<file path="src/rtl/image_feeder.sv">
// image_feeder: source side of the EPU line-window buffer.
// Walks the image with stride 1 (left to right, then down one row per band)
// and reads each window's pixels from the image SRAM in column-major order.
// Each pixel is forwarded to the window buffer with a per-pixel write strobe.
// For 5x5 windows, a horizontal step shifts the buffer and reloads only the
// new right-hand column. 4x4 windows are always fully reloaded.
//
// Ports:
//   clk, rst_n                 clock, synchronous active-low reset
//   i_start                    start pulse (IDLE only)
//   i_mode, i_img_w/h, i_base_addr
//                              frame config, captured at start
//   o_mem_en, o_mem_addr       SRAM read request
//   i_mem_rdata                SRAM data, one cycle after o_mem_en
//   o_image, o_image_new_*     pixel and its load strobe
//   o_conv_done                buffer shift pulse
//   o_win_valid, i_win_done    window handshake with the conv engine
//   o_busy, o_done             status
module image_feeder #(
  parameter int ADDR_W = 16,
  parameter int DIM_W  = 8
) (
  input  logic              clk,
  input  logic              rst_n,
  input  logic              i_start,
  input  logic              i_mode,
  input  logic [DIM_W-1:0]  i_img_w,
  input  logic [DIM_W-1:0]  i_img_h,
  input  logic [ADDR_W-1:0] i_base_addr,
  output logic              o_mem_en,
  output logic [ADDR_W-1:0] o_mem_addr,
  input  logic [7:0]        i_mem_rdata,
  output logic [7:0]        o_image,
  output logic              o_image_new_25,
  output logic              o_image_new_5,
  output logic              o_image_new_16,
  output logic              o_conv_done,
  output logic              o_win_valid,
  input  logic              i_win_done,
  output logic              o_busy,
  output logic              o_done
);

  typedef enum logic [2:0] {
    IDLE, LOAD_FULL, WAIT_CONV, SHIFT, LOAD_COL, FIN
  } state_t;

  state_t            r_state;
  logic              r_k5;
  logic [DIM_W-1:0]  r_img_w, r_img_h;
  logic [ADDR_W-1:0] r_base;
  logic [DIM_W-1:0]  r_row0, r_col0;
  // (r_r, r_c): window-relative position of the read currently on o_mem_addr
  logic [DIM_W-1:0]  r_r, r_c;
  logic [7:0]        r_img;

  logic [DIM_W-1:0]  w_k, w_km1, w_k_in;
  logic [DIM_W-1:0]  w_nr, w_nc;
  logic              w_last_rd, w_last_col, w_last_row, w_strb;

  function automatic logic [ADDR_W-1:0] f_addr(
    input logic [ADDR_W-1:0] base,
    input logic [DIM_W-1:0]  w,
    input logic [DIM_W-1:0]  row,
    input logic [DIM_W-1:0]  col
  );
    logic [2*DIM_W-1:0] prod;
    prod = row * w;
    return base + ADDR_W'(prod) + ADDR_W'(col);
  endfunction

  assign w_k    = r_k5 ? DIM_W'(5) : DIM_W'(4);
  assign w_km1  = w_k - DIM_W'(1);
  assign w_k_in = i_mode ? DIM_W'(4) : DIM_W'(5);

  // A column reload finishes after row 4; a full load at the bottom-right pixel.
  assign w_last_rd = (r_state == LOAD_COL) ? (r_r == DIM_W'(4))
                                           : (r_r == w_km1 && r_c == w_km1);
  // Column-major walk; in LOAD_COL r_c stays pinned to the new column.
  assign w_nr = (r_r == w_km1) ? '0 : r_r + DIM_W'(1);
  assign w_nc = (r_r == w_km1) ? r_c + DIM_W'(1) : r_c;

  assign w_last_col = (r_col0 == r_img_w - w_k);
  assign w_last_row = (r_row0 == r_img_h - w_k);

  // SRAM data lands in the strobe cycle; hold the last pixel otherwise.
  assign w_strb  = o_image_new_25 | o_image_new_5 | o_image_new_16;
  assign o_image = w_strb ? i_mem_rdata : r_img;

  always_ff @(posedge clk) begin
    if (!rst_n) begin
      r_state        <= IDLE;
      r_k5           <= 1'b0;
      r_img_w        <= '0;
      r_img_h        <= '0;
      r_base         <= '0;
      r_row0         <= '0;
      r_col0         <= '0;
      r_r            <= '0;
      r_c            <= '0;
      r_img          <= '0;
      o_mem_en       <= 1'b0;
      o_mem_addr     <= '0;
      o_image_new_25 <= 1'b0;
      o_image_new_5  <= 1'b0;
      o_image_new_16 <= 1'b0;
      o_conv_done    <= 1'b0;
      o_win_valid    <= 1'b0;
      o_busy         <= 1'b0;
      o_done         <= 1'b0;
    end else begin
      o_image_new_25 <= 1'b0;
      o_image_new_5  <= 1'b0;
      o_image_new_16 <= 1'b0;
      o_conv_done    <= 1'b0;
      o_done         <= 1'b0;
      if (w_strb) r_img <= i_mem_rdata;

      case (r_state)
        IDLE: begin
          if (i_start) begin
            r_k5    <= ~i_mode;
            r_img_w <= i_img_w;
            r_img_h <= i_img_h;
            r_base  <= i_base_addr;
            r_row0  <= '0;
            r_col0  <= '0;
            r_r     <= '0;
            r_c     <= '0;
            o_busy  <= 1'b1;
            if (i_img_w >= w_k_in && i_img_h >= w_k_in) begin
              r_state    <= LOAD_FULL;
              o_mem_en   <= 1'b1;
              o_mem_addr <= i_base_addr;
            end else begin
              r_state <= FIN;
              o_done  <= 1'b1;
            end
          end
        end

        LOAD_FULL, LOAD_COL: begin
          if (o_mem_en) begin
            // Read issued this cycle: its strobe goes out with the data next cycle.
            if (r_state == LOAD_COL) o_image_new_5  <= 1'b1;
            else if (r_k5)           o_image_new_25 <= 1'b1;
            else                     o_image_new_16 <= 1'b1;
            if (w_last_rd) begin
              o_mem_en <= 1'b0;
            end else begin
              r_r        <= w_nr;
              r_c        <= w_nc;
              o_mem_addr <= f_addr(r_base, r_img_w, r_row0 + w_nr, r_col0 + w_nc);
            end
          end else begin
            // Last strobe is on the bus this cycle; window complete next cycle.
            r_state     <= WAIT_CONV;
            o_win_valid <= 1'b1;
          end
        end

        WAIT_CONV: begin
          if (i_win_done) begin
            o_win_valid <= 1'b0;
            r_r         <= '0;
            r_c         <= '0;
            if (w_last_col && w_last_row) begin
              r_state <= FIN;
              o_done  <= 1'b1;
            end else if (w_last_col) begin
              r_row0     <= r_row0 + DIM_W'(1);
              r_col0     <= '0;
              r_state    <= LOAD_FULL;
              o_mem_en   <= 1'b1;
              o_mem_addr <= f_addr(r_base, r_img_w, r_row0 + DIM_W'(1), '0);
            end else if (r_k5) begin
              r_col0      <= r_col0 + DIM_W'(1);
              r_state     <= SHIFT;
              o_conv_done <= 1'b1;
            end else begin
              r_col0     <= r_col0 + DIM_W'(1);
              r_state    <= LOAD_FULL;
              o_mem_en   <= 1'b1;
              o_mem_addr <= f_addr(r_base, r_img_w, r_row0, r_col0 + DIM_W'(1));
            end
          end
        end

        SHIFT: begin
          // Shift pulse is on the bus now; first column read follows, strobe a cycle later.
          r_state    <= LOAD_COL;
          r_r        <= '0;
          r_c        <= DIM_W'(4);
          o_mem_en   <= 1'b1;
          o_mem_addr <= f_addr(r_base, r_img_w, r_row0, r_col0 + DIM_W'(4));
        end

        FIN: begin
          r_state <= IDLE;
          o_busy  <= 1'b0;
        end

        default: r_state <= IDLE;
      endcase
    end
  end

endmodule

</file>
<file path="config.mk">
export PLATFORM = sky130hd
export DESIGN_NAME = image_feeder
export DESIGN_NICKNAME = d
export VERILOG_FILES = /design/src/rtl/image_feeder.sv
export SDC_FILE = /design/constraint.sdc
export NUM_CORES = 1
export LEC_CHECK = 0
export ABC_CLOCK_PERIOD_IN_PS = 16700
export CELL_PAD_IN_SITES_DETAIL_PLACEMENT = 0
export CELL_PAD_IN_SITES_GLOBAL_PLACEMENT = 1
export CORE_AREA = 2 2 173 175
export CTS_CLUSTER_DIAMETER = 100
export DETAILED_ROUTE_END_ITERATION = 8
export DIE_AREA = 0 0 175 177
export GPL_TIMING_DRIVEN = 1
export PLACE_DENSITY = 0.89
export SETUP_SLACK_MARGIN = 0.5
export SLEW_MARGIN = 20
export SYNTH_ARGS = -nofsm -noshare
export SYNTH_HDL_FRONTEND = slang
export SYNTH_SLANG_ARGS = --single-unit
</file>
<file path="constraint.sdc">
create_clock -name clk -period 16.7 [get_ports clk]
set_input_delay 3.34 -clock clk [delete_from_list [all_inputs] [get_ports clk]]
set_output_delay 3.34 -clock clk [all_outputs]
set_load 0.005 [all_outputs]
</file>
==> results of run 1 <==
-- kinds of logic after synthesis --
logic type,count (synthesis),synth area share
simple gates,575,0.190
mux,28,0.0199
buf+inv,339,0.0877
compound gates,310,0.132
xor+xnor,129,0.0774
flops,100,0.137
fa+ha+maj,321,0.356
-- power breakdown --
group | internal (W) | switching [W]
combinational | 0.000110 | 0.000173
clock | 0.000109 | 0.000122
sequential | 0.000254 | 0.0000162
total | 0.000473 | 0.000311
-- routing by layer --
metal,vias up,GRT usage,part of all wire
li1,5943,-,-
met1,6210,0.389,0.42
met3,89,0.0436,0.067
met4,0,0.123,0.044
met2,471,0.493,0.47
met5,-,0,0
-- through the flow --
stage                util  instances  instance area (um^2)  hold WS (ns)  setup WS [ns]
floorplan               -       1802                 14600         0.436           8.27
global placement    0.539       2216                 15800         0.444           7.74
CTS                 0.550       2232                 16100         0.457           7.53
global route        0.550       2232                 16100         0.471           6.93
finish              0.550       2232                 16100         0.457           7.46
detailed placement  0.539       2216                 15800         0.447           7.55
-- area by class of cell --
class                      instances  area (um^2)  area share
clock buffer                       9          225      0.0140
multi-input combinational       1363        11300       0.704
clock inverter                     7         88.8     0.00552
tap                              390          488      0.0303
sequential                       100         2000       0.124
inverter                         256          961      0.0597
timing repair buffer             107          993      0.0617
-- layout by cell type, fill, tap and decap left out, drive strengths merged, types with 10 or more instances in the layout --
master | Yosys | final
and2 | 92 | 92
nor2 | 90 | 90
a21oi | 125 | 125
xnor2 | 85 | 85
xor2 | 44 | 44
fa | 159 | 159
a211oi | 14 | 14
o21a | 14 | 14
nor2b | 22 | 22
o211ai | 15 | 15
a31oi | 15 | 15
nor4 | 10 | 10
nand3 | 31 | 31
o21ai | 51 | 51
nand2 | 230 | 230
ha | 156 | 156
clkdlybuf4s50 | 0 | 76
dfxtp | 100 | 100
nand2b | 22 | 22
inv | 254 | 258
buf | 12 | 31
mux2i | 20 | 20
nor3 | 30 | 30
nand4 | 10 | 10
a21o | 17 | 17
-- how the worst min path moves through the flow --
stage / startpoint / depth (start not counted) / endpoint
2_1_floorplan: r_base[13] / 2 / r_base[13]
3_3_place_gp: r_base[2] / 2 / r_base[2]
3_5_place_dp: r_base[2] / 2 / r_base[2]
4_1_cts: r_base[2] / 2 / r_base[2]
5_1_grt: r_base[2] / 2 / r_base[2]
6_report: o_mem_addr[2] / 2 / o_mem_addr[2]
-- worst max-delay path: cells and delay by family, from the launching register on --
family                   cells  cell delay [ns]
adder cells (fa/ha/maj)     11             4.41
AO/OA/AOI/OAI                9             1.85
AND/OR/NAND/NOR              5             1.25
flip-flops                   1             0.56
XOR/XNOR                     2             0.51
buffers and inverters        7             0.39
multiplexers                 1             0.16
==> summary by stage, run 1 <==
Status
The run finished with clean final reports.

Place
The number of I/O port buffers is 76. The final RePlAce weighted congestion is 0.950. The sum of net half-perimeters after detailed placement is 34.5 mm.

Clock tree
After clock tree synthesis, the repair step resized 0 gates. In this run the number of H-tree levels came out at 3. Clock-pin slew was measured on the worst setup and hold paths at 0.09 ns. TritonCTS built the clock tree.

The later pin in the worst-skew pair is clocked with a latency of 0.39 ns. For this design, the CTS-stage hold fixing added 0 buffers. The root buffer cell chosen for the clock tree is clkbuf_16. Counting along the longest clock path gives a buffer depth of 2. CTS saw 100 sinks. Clock tree synthesis inserted a total of 9 buffers. After clock tree synthesis, the setup repair step added 0 buffers.

Global route
Global routing finished with a remaining overflow of 0. The number of antenna violations at the first check in global routing came to 0. The first global-routing pass estimated 70.2 mm of wire.

Entering global routing, the biggest net connects 40 pins. The via count of the first global-routing pass is 12.5k. The overall track demand over capacity in global routing is 0.297.

Synthesis
The distinct cell type count of the synthesized netlist is 68. The number of nets in the synthesized netlist is 2162. Synthesis inferred 100 register bits. The share of the synthesized area in the top cell type is 0.218. Each instance of the synthesized netlist takes up on average 8.10 um^2. The yosys synthesis warning count is 0.

Yosys attributes the largest share of cell area to fa_1 22%, dfxtp_1 14%, ha_1 13%, inv_1 6.5%, nand2_1 5.9%. The cell with the most instances after synthesis is inv_1. The sequential share of the synthesized area is 0.137. The leading register cell type out of synthesis is dfxtp_1.

The post-synthesis cell type with the largest combined area is fa_1. After synthesis the cells add up to 14600 um^2. Sorting the synthesized cells by how often they occur yields 254 x inv_1, 230 x nand2_1, 159 x fa_1.

In this run, synthesis inferred 0 flip-flops with an integrated enable. In the synthesized netlist the async set-or-reset flop fraction comes to 0. Synthesis handed over a netlist of 1802 instances.

Detailed routing
The overall routed net length is 44.7 mm. The routed length per instance is 20.0 um. In the routed layout, each cell is associated on average with a via count of 5.70. The number of DRC violations after detailed routing is 0. Summing over every cut layer, the via total after detailed routing is 12.7k.

The first-pass detailed-route iteration total is 7. In this run the remaining antenna-violating nets after routing total 0. The detailed router finished its first iteration with 958 violations.

Critical path
STA classifies the critical path endpoint as a flop. For this run, the slowest stage of the critical path takes 0.56 ns. The count of cells along the worst register-to-register path is 35. The critical path ends at o_mem_addr[14]. The worst register-to-register path begins at r_k5. Counting stages on the worst path, the most repeated cell is inv_1. At the worst endpoint, the required time is 16.97 ns. The startpoint class of the critical path is a flop. The critical path starts at r_k5. For this design, the slowest cell found on the critical path is dfxtp_1. The critical path arrival is 9.51 ns. Along the worst path, the maximum fanout reaches 11. The endpoint identified for the worst register-to-register timing path is o_mem_addr[14].

The worst register-to-register path has a setup slack of 7.46 ns. The kind of critical path is flop to flop.

Timing
Setup repair after global routing left no endpoint under its margin. The final setup skew is 0.0127 ns. The total of endpoints with negative setup slack in the final report is 0. The number of hold violations in the final report was 0. The remaining max-slew budget at the tightest pin is 0.230. Static timing analysis puts the maximum clock frequency at 108 MHz.

The final critical delay including setup and external delays is 9.24 ns. In the finished design, the share of the clock period the worst path needs comes to 0.553. The slew at the pin closest to its max-slew limit is 1.15 ns. The max-slew violation count is 0. The summed negative setup slack over all endpoints is 0 ns.

Layout
The fill cell instance count of the final layout is 2761. The area added between synthesis and finish is 10.2%. The repair_antennas step left the layout with diodes totalling 0. The largest registers in the layout are o_mem_addr: 16 flops, r_base: 16 flops. The net count of the finished layout is 2197. The share of layout cells above drive strength 1 is 0.0434.

Floorplanning
The effective utilization at floorplan is 0.499. The overall die width is 175 um. The site row count is 63. The full die area is 31000 um^2. The I/O pin count is 77. The die is 177 um tall. The region available for standard cell placement spans 29200 um^2.

Pwr
The leakage power figure is 7.59 nW. The peak supply drop is 0.0541 mV. The cell area power density is 48.7 nW/um^2. The design draws 0.000784 W.

Flow run
The count of maximum capacitance violations is 0.

Worst hold path
The class of the worst hold path is flop to flop.
Note: power is estimated with default switching activity, not from simulation.
==> run 2, diff against run 1 <==
--- a/config.mk
+++ b/config.mk
@@ -5,15 +5,15 @@
 export SDC_FILE = /design/constraint.sdc
 export NUM_CORES = 1
 export LEC_CHECK = 0
-export ABC_CLOCK_PERIOD_IN_PS = 16700
+export ABC_CLOCK_PERIOD_IN_PS = 9250
 export CELL_PAD_IN_SITES_DETAIL_PLACEMENT = 0
 export CELL_PAD_IN_SITES_GLOBAL_PLACEMENT = 1
-export CORE_AREA = 2 2 173 175
+export CORE_AREA = 2 2 178 180
 export CTS_CLUSTER_DIAMETER = 100
 export DETAILED_ROUTE_END_ITERATION = 8
-export DIE_AREA = 0 0 175 177
+export DIE_AREA = 0 0 180 182
 export GPL_TIMING_DRIVEN = 1
-export PLACE_DENSITY = 0.89
+export PLACE_DENSITY = 0.85
 export SETUP_SLACK_MARGIN = 0.5
 export SLEW_MARGIN = 20
 export SYNTH_ARGS = -nofsm -noshare
==> constraint.sdc (replaced) <==
create_clock -name clk -period 9.25 [get_ports clk]
set_input_delay 1.85 -clock clk [delete_from_list [all_inputs] [get_ports clk]]
set_output_delay 1.85 -clock clk [all_outputs]
set_load 0.005 [all_outputs]
==> run 2 against run 1 <==
  * First-iteration DRC count decreased by 12%
  * Die area up 5.8%
  * Register-to-register slack worse by 6.6 ns
  * Combinational power increased by 81%
  * Sequential power increased by 82%
  * Final area rose by 0.88%
  * Count of clock-buffer cells in the layout is the same
==> summary by stage, run 2 (synthesis gave the netlist of run 1 again) <==
Critical path
The family with the most delay on the worst path is adder cells (unchanged). The slowest stage cell on the critical path is or4_4 (was dfxtp_1). The most common cell type on the critical path was fa_1 (was inv_1). The start point of the critical path is r_r[4] (was r_k5). The worst setup slack for register-to-register paths is 0.87 ns (was 7.46 ns). The data required time of the worst path is 9.49 ns (was 16.97 ns). The maximum cell stage delay along the critical path is 0.56 ns (about the same).

The critical path depth is 33 (was 35). The critical path buffer and inverter count is 4 (was 7). The reg-to-reg startpoint is r_r[4] (was r_k5).

The end of the worst register-to-register path is o_mem_addr[14] (unchanged). The peak fanout along the critical path was 10 (was 11). The startpoint class of the critical path is a flop (unchanged). The critical path arrival is 8.62 ns (was 9.51 ns). The kind of critical path is flop to flop (unchanged).

The endpoint kind of the worst setup timing path is a flop (unchanged). The count of cells along the worst register-to-register path is 33 (was 35). The critical path capture point is o_mem_addr[14] (unchanged).

Clock tree
The number of setup buffers added after CTS is 0 (unchanged). The deepest clock path buffer count is 2 (unchanged). The clock tree from TritonCTS is done (unchanged).

The total number of H-tree levels is 3 (unchanged). The clock latency reported for the late side of the worst-skew pair is 0.38 ns (was 0.39 ns). The TritonCTS sink count is 100 (unchanged).

The root cell of the clock tree is clkbuf_16 (unchanged). The total CTS buffers was 9 (unchanged). The clock input transition at the sequential cells of the worst setup and hold paths is 0.09 ns (about the same).

Timing
The slew at the pin closest to its max-slew limit is 1.06 ns (was 1.15 ns). The final setup skew came to 0.0136 ns (was 0.0127 ns). The final critical delay including setup and external delays is 8.38 ns (was 9.24 ns). Unrepaired setup endpoints after global routing: false (unchanged). The number of hold violations in the final report is 0 (unchanged). The max-slew violation count is 0 (unchanged).

The timing-limited maximum frequency is 119 MHz (was 108 MHz). The total of endpoints with negative setup slack in the final report came to 0 (unchanged). The final critical-path share of the clock period came to 0.906 (was 0.553).

The worst hold slack after final layout came to 0.460 ns (was 0.457 ns). The remaining max-slew budget at the tightest pin is 0.288 (was 0.230). The summed negative setup slack over all endpoints is 0 ns (unchanged).

Detailed routing
The number of routed nets with antenna violations is 0 (unchanged). The first-pass detailed-route iteration total is 7 (unchanged). The post-detailed-route via-to-cell ratio is 5.73 (was 5.70).

The number of DRC violations after detailed routing is 0 (unchanged). The overall routed net length is 45.5 mm (was 44.7 mm). The number of DRC violations after detailed-routing iteration 0 is 841 (was 958). The routed length per instance is 20.2 um (was 20.0 um). The via count came to 12.9k (was 12.7k).

Global route
The largest net degree at the start of global routing came to 51 (was 40). The number of antenna violations at the first check in global routing was 0 (unchanged). The overall track demand over capacity in global routing was 0.282 (was 0.297). The via count of the first global-routing pass came to 12.7k (was 12.5k). The residual overflow from global routing came to 0 (unchanged). The wire length of the first global-routing pass was 71.5 mm (was 70.2 mm).

Pwr
The peak supply drop is 0.0951 mV (was 0.0541 mV). The leakage power figure came to 7.63 nW (was 7.59 nW). The cell area power density is 87.0 nW/um^2 (was 48.7 nW/um^2).

Flow run
The count of maximum capacitance violations was 0 (unchanged).

Layout
The final non-filler cell total came to 2248 (was 2232). The share of layout cells above drive strength 1 is 0.0520 (was 0.0434). The area added between synthesis and finish is 11.2% (was 10.2%). The summed area of non-filler cells in the final layout is 16200 um^2 (was 16100 um^2). The leading cell type in the layout, fill and taps excluded was inv_1 (unchanged). The net count of the finished layout was 2201 (was 2197).

Largest registers in the final layout: o_mem_addr: 16 flops, r_base: 16 flops (unchanged). The count of antenna diodes in the layout is 0 (unchanged). Commonest cells after routing, fill and taps aside: 253 x inv_1, 230 x nand2_1, 158 x fa_1, 155 x ha_1, 123 x a21oi_1 (was 253 x inv_1, 230 x nand2_1, 159 x fa_1, 156 x ha_1, 122 x a21oi_1). The final core utilization is 0.524 (was 0.550).

Floorplanning
The site row count was 65 (was 63). The total core area is 31000 um^2 (was 29200 um^2). The height of the chip is 182 um (was 177 um).

The I/O pin count was 77 (unchanged). The effective utilization at floorplan is 0.471 (was 0.499). The overall die width is 180 um (was 175 um).

The full die area is 32800 um^2 (was 31000 um^2).

Place
The final RePlAce weighted congestion was 0.934 (was 0.950). The count of placed standard cells including taps is 2232 (was 2216). The sum of net half-perimeters after detailed placement is 35.0 mm (was 34.5 mm).

The post-place instance area is 15800 um^2 (about the same). The number of I/O port buffers is 76 (unchanged).

Worst hold path
The class of the worst hold path is flop to flop (unchanged).

Status
Outcome: complete, no violations (unchanged).
[run 2: cell count changes in the layout (fill, tap and decap cells not counted), sizes merged]
cell,before,now
buf,31,35
clkinvlp,0,1
inv,258,257
[run 2: how the worst min path moves through the flow]
stage | startpoint | depth (start not counted) | slack, ns | to
2_1_floorplan | r_base[13] | 2 | 0.44 | r_base[13]
3_3_place_gp | r_img_w[7] | 2 | 0.44 | r_img_w[7]
3_5_place_dp | r_base[4] | 2 | 0.45 | r_base[4]
4_1_cts | r_base[4] | 2 | 0.46 | r_base[4]
5_1_grt | r_base[14] | 2 | 0.48 | r_base[14]
6_report | r_base[4] | 2 | 0.46 | r_base[4]
[run 2: final cells by class]
class,instances,area [um^2]
Fill cell,2929,14800
Clock buffer,9,225
Tap cell,402,503
Multi-Input combinational cell,1363,11400
Sequential cell,100,2000
Timing Repair Buffer,111,1020
Clock inverter,7,80.1
Inverter,256,961
[run 2: routing by layer]
layer / global-route usage / vias to the layer above / wire, um
li1: - / 5963 / -
met1: 0.372 / 6332 / 19400
met2: 0.473 / 485 / 21400
met3: 0.0373 / 94 / 2790
met4: 0.102 / 0 / 1860
met5: 0 / - / 0
[run 2: power by group]
part / total, W / internal, W / switching (W)
combinational: 0.000512 / 0.000202 / 0.000310
clock: 0.000408 / 0.000193 / 0.000215
sequential: 0.000492 / 0.000458 / 0.0000341
total: 0.00141 / 0.000853 / 0.000559
[run 2: timing repair]
| action | CTS | global route |
|---|---|---|
| gates cloned | 0 | 0 |
| resized for setup | 1 | 18 |
| pin swaps | 0 | 4 |
| hold buffers | 0 | 0 |
| setup endpoints to repair | 1 | 3 |
[run 2: worst min-delay path, cell delays in order (launching register included)]
cell and delay, ns:
dfxtp_1 0.31, nand2_1 0.05, a21oi_1 0.05
[run 2: stage by stage]
step           total power [W]  setup slack (ns)
2_1_floorplan         0.000803             0.822
3_3_place_gp          0.000994             0.634
3_5_place_dp           0.00100             0.398
4_1_cts                0.00141             0.502
5_1_grt                0.00149             0.509
6_report               0.00141             0.869
==> run 3, diff against run 2 <==
--- a/config.mk
+++ b/config.mk
@@ -5,15 +5,15 @@
 export SDC_FILE = /design/constraint.sdc
 export NUM_CORES = 1
 export LEC_CHECK = 0
-export ABC_CLOCK_PERIOD_IN_PS = 9250
+export ABC_CLOCK_PERIOD_IN_PS = 9700
 export CELL_PAD_IN_SITES_DETAIL_PLACEMENT = 0
 export CELL_PAD_IN_SITES_GLOBAL_PLACEMENT = 1
-export CORE_AREA = 2 2 178 180
+export CORE_AREA = 2 2 173 175
 export CTS_CLUSTER_DIAMETER = 100
 export DETAILED_ROUTE_END_ITERATION = 8
-export DIE_AREA = 0 0 180 182
+export DIE_AREA = 0 0 175 177
 export GPL_TIMING_DRIVEN = 1
-export PLACE_DENSITY = 0.85
+export PLACE_DENSITY = 0.89
 export SETUP_SLACK_MARGIN = 0.5
 export SLEW_MARGIN = 20
 export SYNTH_ARGS = -nofsm -noshare
==> constraint.sdc (replaced) <==
create_clock -name clk -period 9.7 [get_ports clk]
set_input_delay 1.94 -clock clk [delete_from_list [all_inputs] [get_ports clk]]
set_output_delay 1.94 -clock clk [all_outputs]
set_load 0.005 [all_outputs]
==> run 3 against run 2 <==
  * Power down 4.7%
  * Core utilization up 2.8 points
  * Wire length down 3.6%
  * Register-to-register slack better by 0.18 ns
  * Setup slack better by 0.18 ns
  * Global-route usage up 0.84 points
  * Cell count down 0.49%
  * Clock power down 3%
  * Final area down 0.56%
  * Hold slack worse by 0.0021 ns
  * Largest cell class unchanged
==> summary by stage, run 3 (synthesis gave the netlist of run 1 again) <==
Detailed routing
The routed length per instance is 19.6 um (was 20.2 um). The via count is 12.8k (was 12.9k). The number of DRC violations after detailed-routing iteration 0 is 973 (was 841).

The overall routed net length is 43.9 mm (was 45.5 mm). The post-detailed-route via-to-cell ratio is 5.74 (was 5.73). The number of DRC violations after detailed routing is 0 (unchanged). The number of routed nets with antenna violations was 0 (unchanged). The first-pass detailed-route iteration total is 7 (unchanged).

Clock tree
The deepest clock path buffer count is 2 (unchanged). The root cell of the clock tree is clkbuf_16 (unchanged). The clock tree from TritonCTS is done (unchanged). The clock input transition at the sequential cells of the worst setup and hold paths is 0.09 ns (about the same).

The TritonCTS sink count was 100 (unchanged). The clock latency reported for the late side of the worst-skew pair is 0.39 ns (was 0.38 ns). The total of cells resized after clock tree synthesis is 0 (was 1). The total number of H-tree levels is 3 (unchanged). The number of setup buffers added after CTS came to 0 (unchanged). The total CTS buffers came to 9 (unchanged). The quantity of hold-fixing buffers added after cts is 0 (unchanged).

Pwr
The logic gate share of total power came to 0.362 (about the same). The clock network power share is 0.294 (was 0.289). The internal power consumption is 0.000814 W (was 0.000853 W). The cell area power density came to 83.3 nW/um^2 (was 87.0 nW/um^2).

The fraction of power spent switching nets came to 0.395 (was 0.396). The leakage power figure is 7.63 nW (about the same). The net switching component of the power is 0.000531 W (was 0.000559 W). The peak supply drop was 0.0893 mV (was 0.0951 mV). The sequential share of power is 0.344 (was 0.349).

Timing
The timing-limited maximum frequency was 116 MHz (was 119 MHz). The max-slew violation count is 0 (unchanged). The remaining max-slew budget at the tightest pin was 0.248 (was 0.288). Unrepaired setup endpoints after global routing: false (unchanged). The slew at the pin closest to its max-slew limit is 1.12 ns (was 1.06 ns). The final critical-path share of the clock period is 0.892 (was 0.906). The final critical delay including setup and external delays is 8.65 ns (was 8.38 ns). The total of endpoints with negative setup slack in the final report is 0 (unchanged). The number of hold violations in the final report is 0 (unchanged). The final setup skew was 0.0163 ns (was 0.0136 ns). The summed negative setup slack over all endpoints is 0 ns (unchanged).

Critical path
The slowest stage cell on the critical path is or4_4 (unchanged). The end of the worst register-to-register path was o_mem_addr[14] (unchanged). The worst setup slack for register-to-register paths is 1.05 ns (was 0.87 ns). The most common cell type on the critical path is inv_1 (was fa_1). The count of cells along the worst register-to-register path is 35 (was 33).

The critical path arrival is 8.91 ns (was 8.62 ns). The reg-to-reg startpoint was r_r[4] (unchanged). The maximum cell stage delay along the critical path is 0.55 ns (was 0.56 ns). The endpoint kind of the worst setup timing path was a flop (unchanged).

The data required time of the worst path is 9.95 ns (was 9.49 ns). The startpoint class of the critical path is a flop (unchanged). The peak fanout along the critical path is 10 (unchanged). The kind of critical path is flop to flop (unchanged).

Worst hold path
The class of the worst hold path is flop to flop (unchanged). The hold-critical path depth is 2 (unchanged). The end of the worst hold path is r_base[5] (was r_base[4]).

The beginning of the worst hold path is r_base[5] (was r_base[4]).

Global route
The largest net degree at the start of global routing came to 49 (was 51). The met2 usage is 0.487 (was 0.473). The number of antenna violations at the first check in global routing is 0 (unchanged).

The residual overflow from global routing is 0 (unchanged). The layer with the highest usage after global routing is met2 (unchanged). The global-route track usage on met1 is 0.374 (was 0.372).

The met3 track utilization from global routing is 0.0513 (was 0.0373). The via count of the first global-routing pass is 12.5k (was 12.7k). The overall track demand over capacity in global routing came to 0.290 (was 0.282). The wire length of the first global-routing pass is 69.2 mm (was 71.5 mm).

Place
The final RePlAce weighted congestion is 0.946 (was 0.934). The sum of net half-perimeters after detailed placement is 33.9 mm (was 35.0 mm). The number of I/O port buffers came to 76 (unchanged).

The count of placed standard cells including taps is 2221 (was 2232).

Layout
The share of layout cells above drive strength 1 is 0.0471 (was 0.0520). The final non-filler cell total is 2237 (was 2248). The leading cell type in the layout, fill and taps excluded is inv_1 (unchanged).

Commonest cells after routing, fill and taps aside: 253 x inv_1, 230 x nand2_1, 159 x fa_1, 156 x ha_1, 123 x a21oi_1 (was 253 x inv_1, 230 x nand2_1, 158 x fa_1, 155 x ha_1, 123 x a21oi_1). The count of antenna diodes in the layout was 0 (unchanged). The fill cell instance count of the final layout is 2714 (was 2929). The area added between synthesis and finish is 10.6% (was 11.2%). Largest registers in the final layout: o_mem_addr: 16 flops, r_base: 16 flops (unchanged). The net count of the finished layout is 2202 (was 2201).

Floorplanning
The I/O pin count came to 77 (unchanged). The effective utilization at floorplan is 0.499 (was 0.471). The full die area was 31000 um^2 (was 32800 um^2).

The site row count came to 63 (was 65). The overall die width is 175 um (was 180 um). The total core area is 29200 um^2 (was 31000 um^2).

The height of the chip is 177 um (was 182 um).

Status
Outcome: complete, no violations (unchanged).

Flow run
The count of maximum capacitance violations is 0 (unchanged).
[run 3: cell types whose count changed in the layout (fill, tap and decap cells not counted), sizes merged]
cell | previous run | this run
buf | 35 | 36
clkinvlp | 1 | 0
inv | 257 | 258
[run 3: worst max-delay path by stage]
stage / to / slack, ns / from
3_5_place_dp: o_mem_addr[14] / 0.99 / r_r[5]
2_1_floorplan: o_mem_addr[14] / 1.27 / r_k5
4_1_cts: o_mem_addr[14] / 0.96 / r_r[5]
3_3_place_gp: o_mem_addr[14] / 1.12 / r_r[4]
5_1_grt: o_mem_addr[14] / 0.55 / r_r[5]
6_report: o_mem_addr[14] / 1.05 / r_r[4]
[run 3: layout make-up]
type / count / area, um^2 / share of cell area
Clock buffer: 9 / 225 / 0.0140
Clock inverter: 7 / 86.3 / 0.00535
Inverter: 256 / 961 / 0.0595
Multi-Input combinational cell: 1363 / 11300 / 0.703
Sequential cell: 100 / 2000 / 0.124
Tap cell: 390 / 488 / 0.0302
Timing Repair Buffer: 112 / 1030 / 0.0639
[run 3: stage by stage]
stage                     worst slack, ns  area, um^2  hold WS, ns   util  power [W]
final                                1.05       16100        0.458  0.552    0.00135
after global routing                0.546       16100        0.484  0.552    0.00141
after CTS                           0.961       16100        0.459  0.551    0.00134
after detailed placement            0.992       15800        0.448  0.541   0.000951
after global placement               1.12       15800        0.442  0.540   0.000944
after floorplan                      1.27       14600        0.436      -   0.000766
[run 3: per-layer routing]
metal	share of wire	wire (um)
met1	0.42	18500
met2	0.47	20600
met3	0.072	3150
met4	0.037	1620
met5	0	0
[run 3: worst max-delay path: cells and delay by family (launching register included)]
family                   cells  cell delay [ns]
AO/OA/AOI/OAI                9             1.86
XOR/XNOR                     2             0.37
adder cells (fa/ha/maj)     10             4.16
buffers and inverters        8             0.57
flip-flops                   1             0.35
AND/OR/NAND/NOR              6             1.21
[run 3: power groups by stage]
stage | logic [W] | clock network (W) | registers (W)
floorplan | 0.000302 | 0 | 0.000464
global placement | 0.000472 | 0 | 0.000472
detailed placement | 0.000479 | 0 | 0.000472
CTS | 0.000482 | 0.000400 | 0.000463
global route | 0.000535 | 0.000412 | 0.000466
finish | 0.000487 | 0.000395 | 0.000463
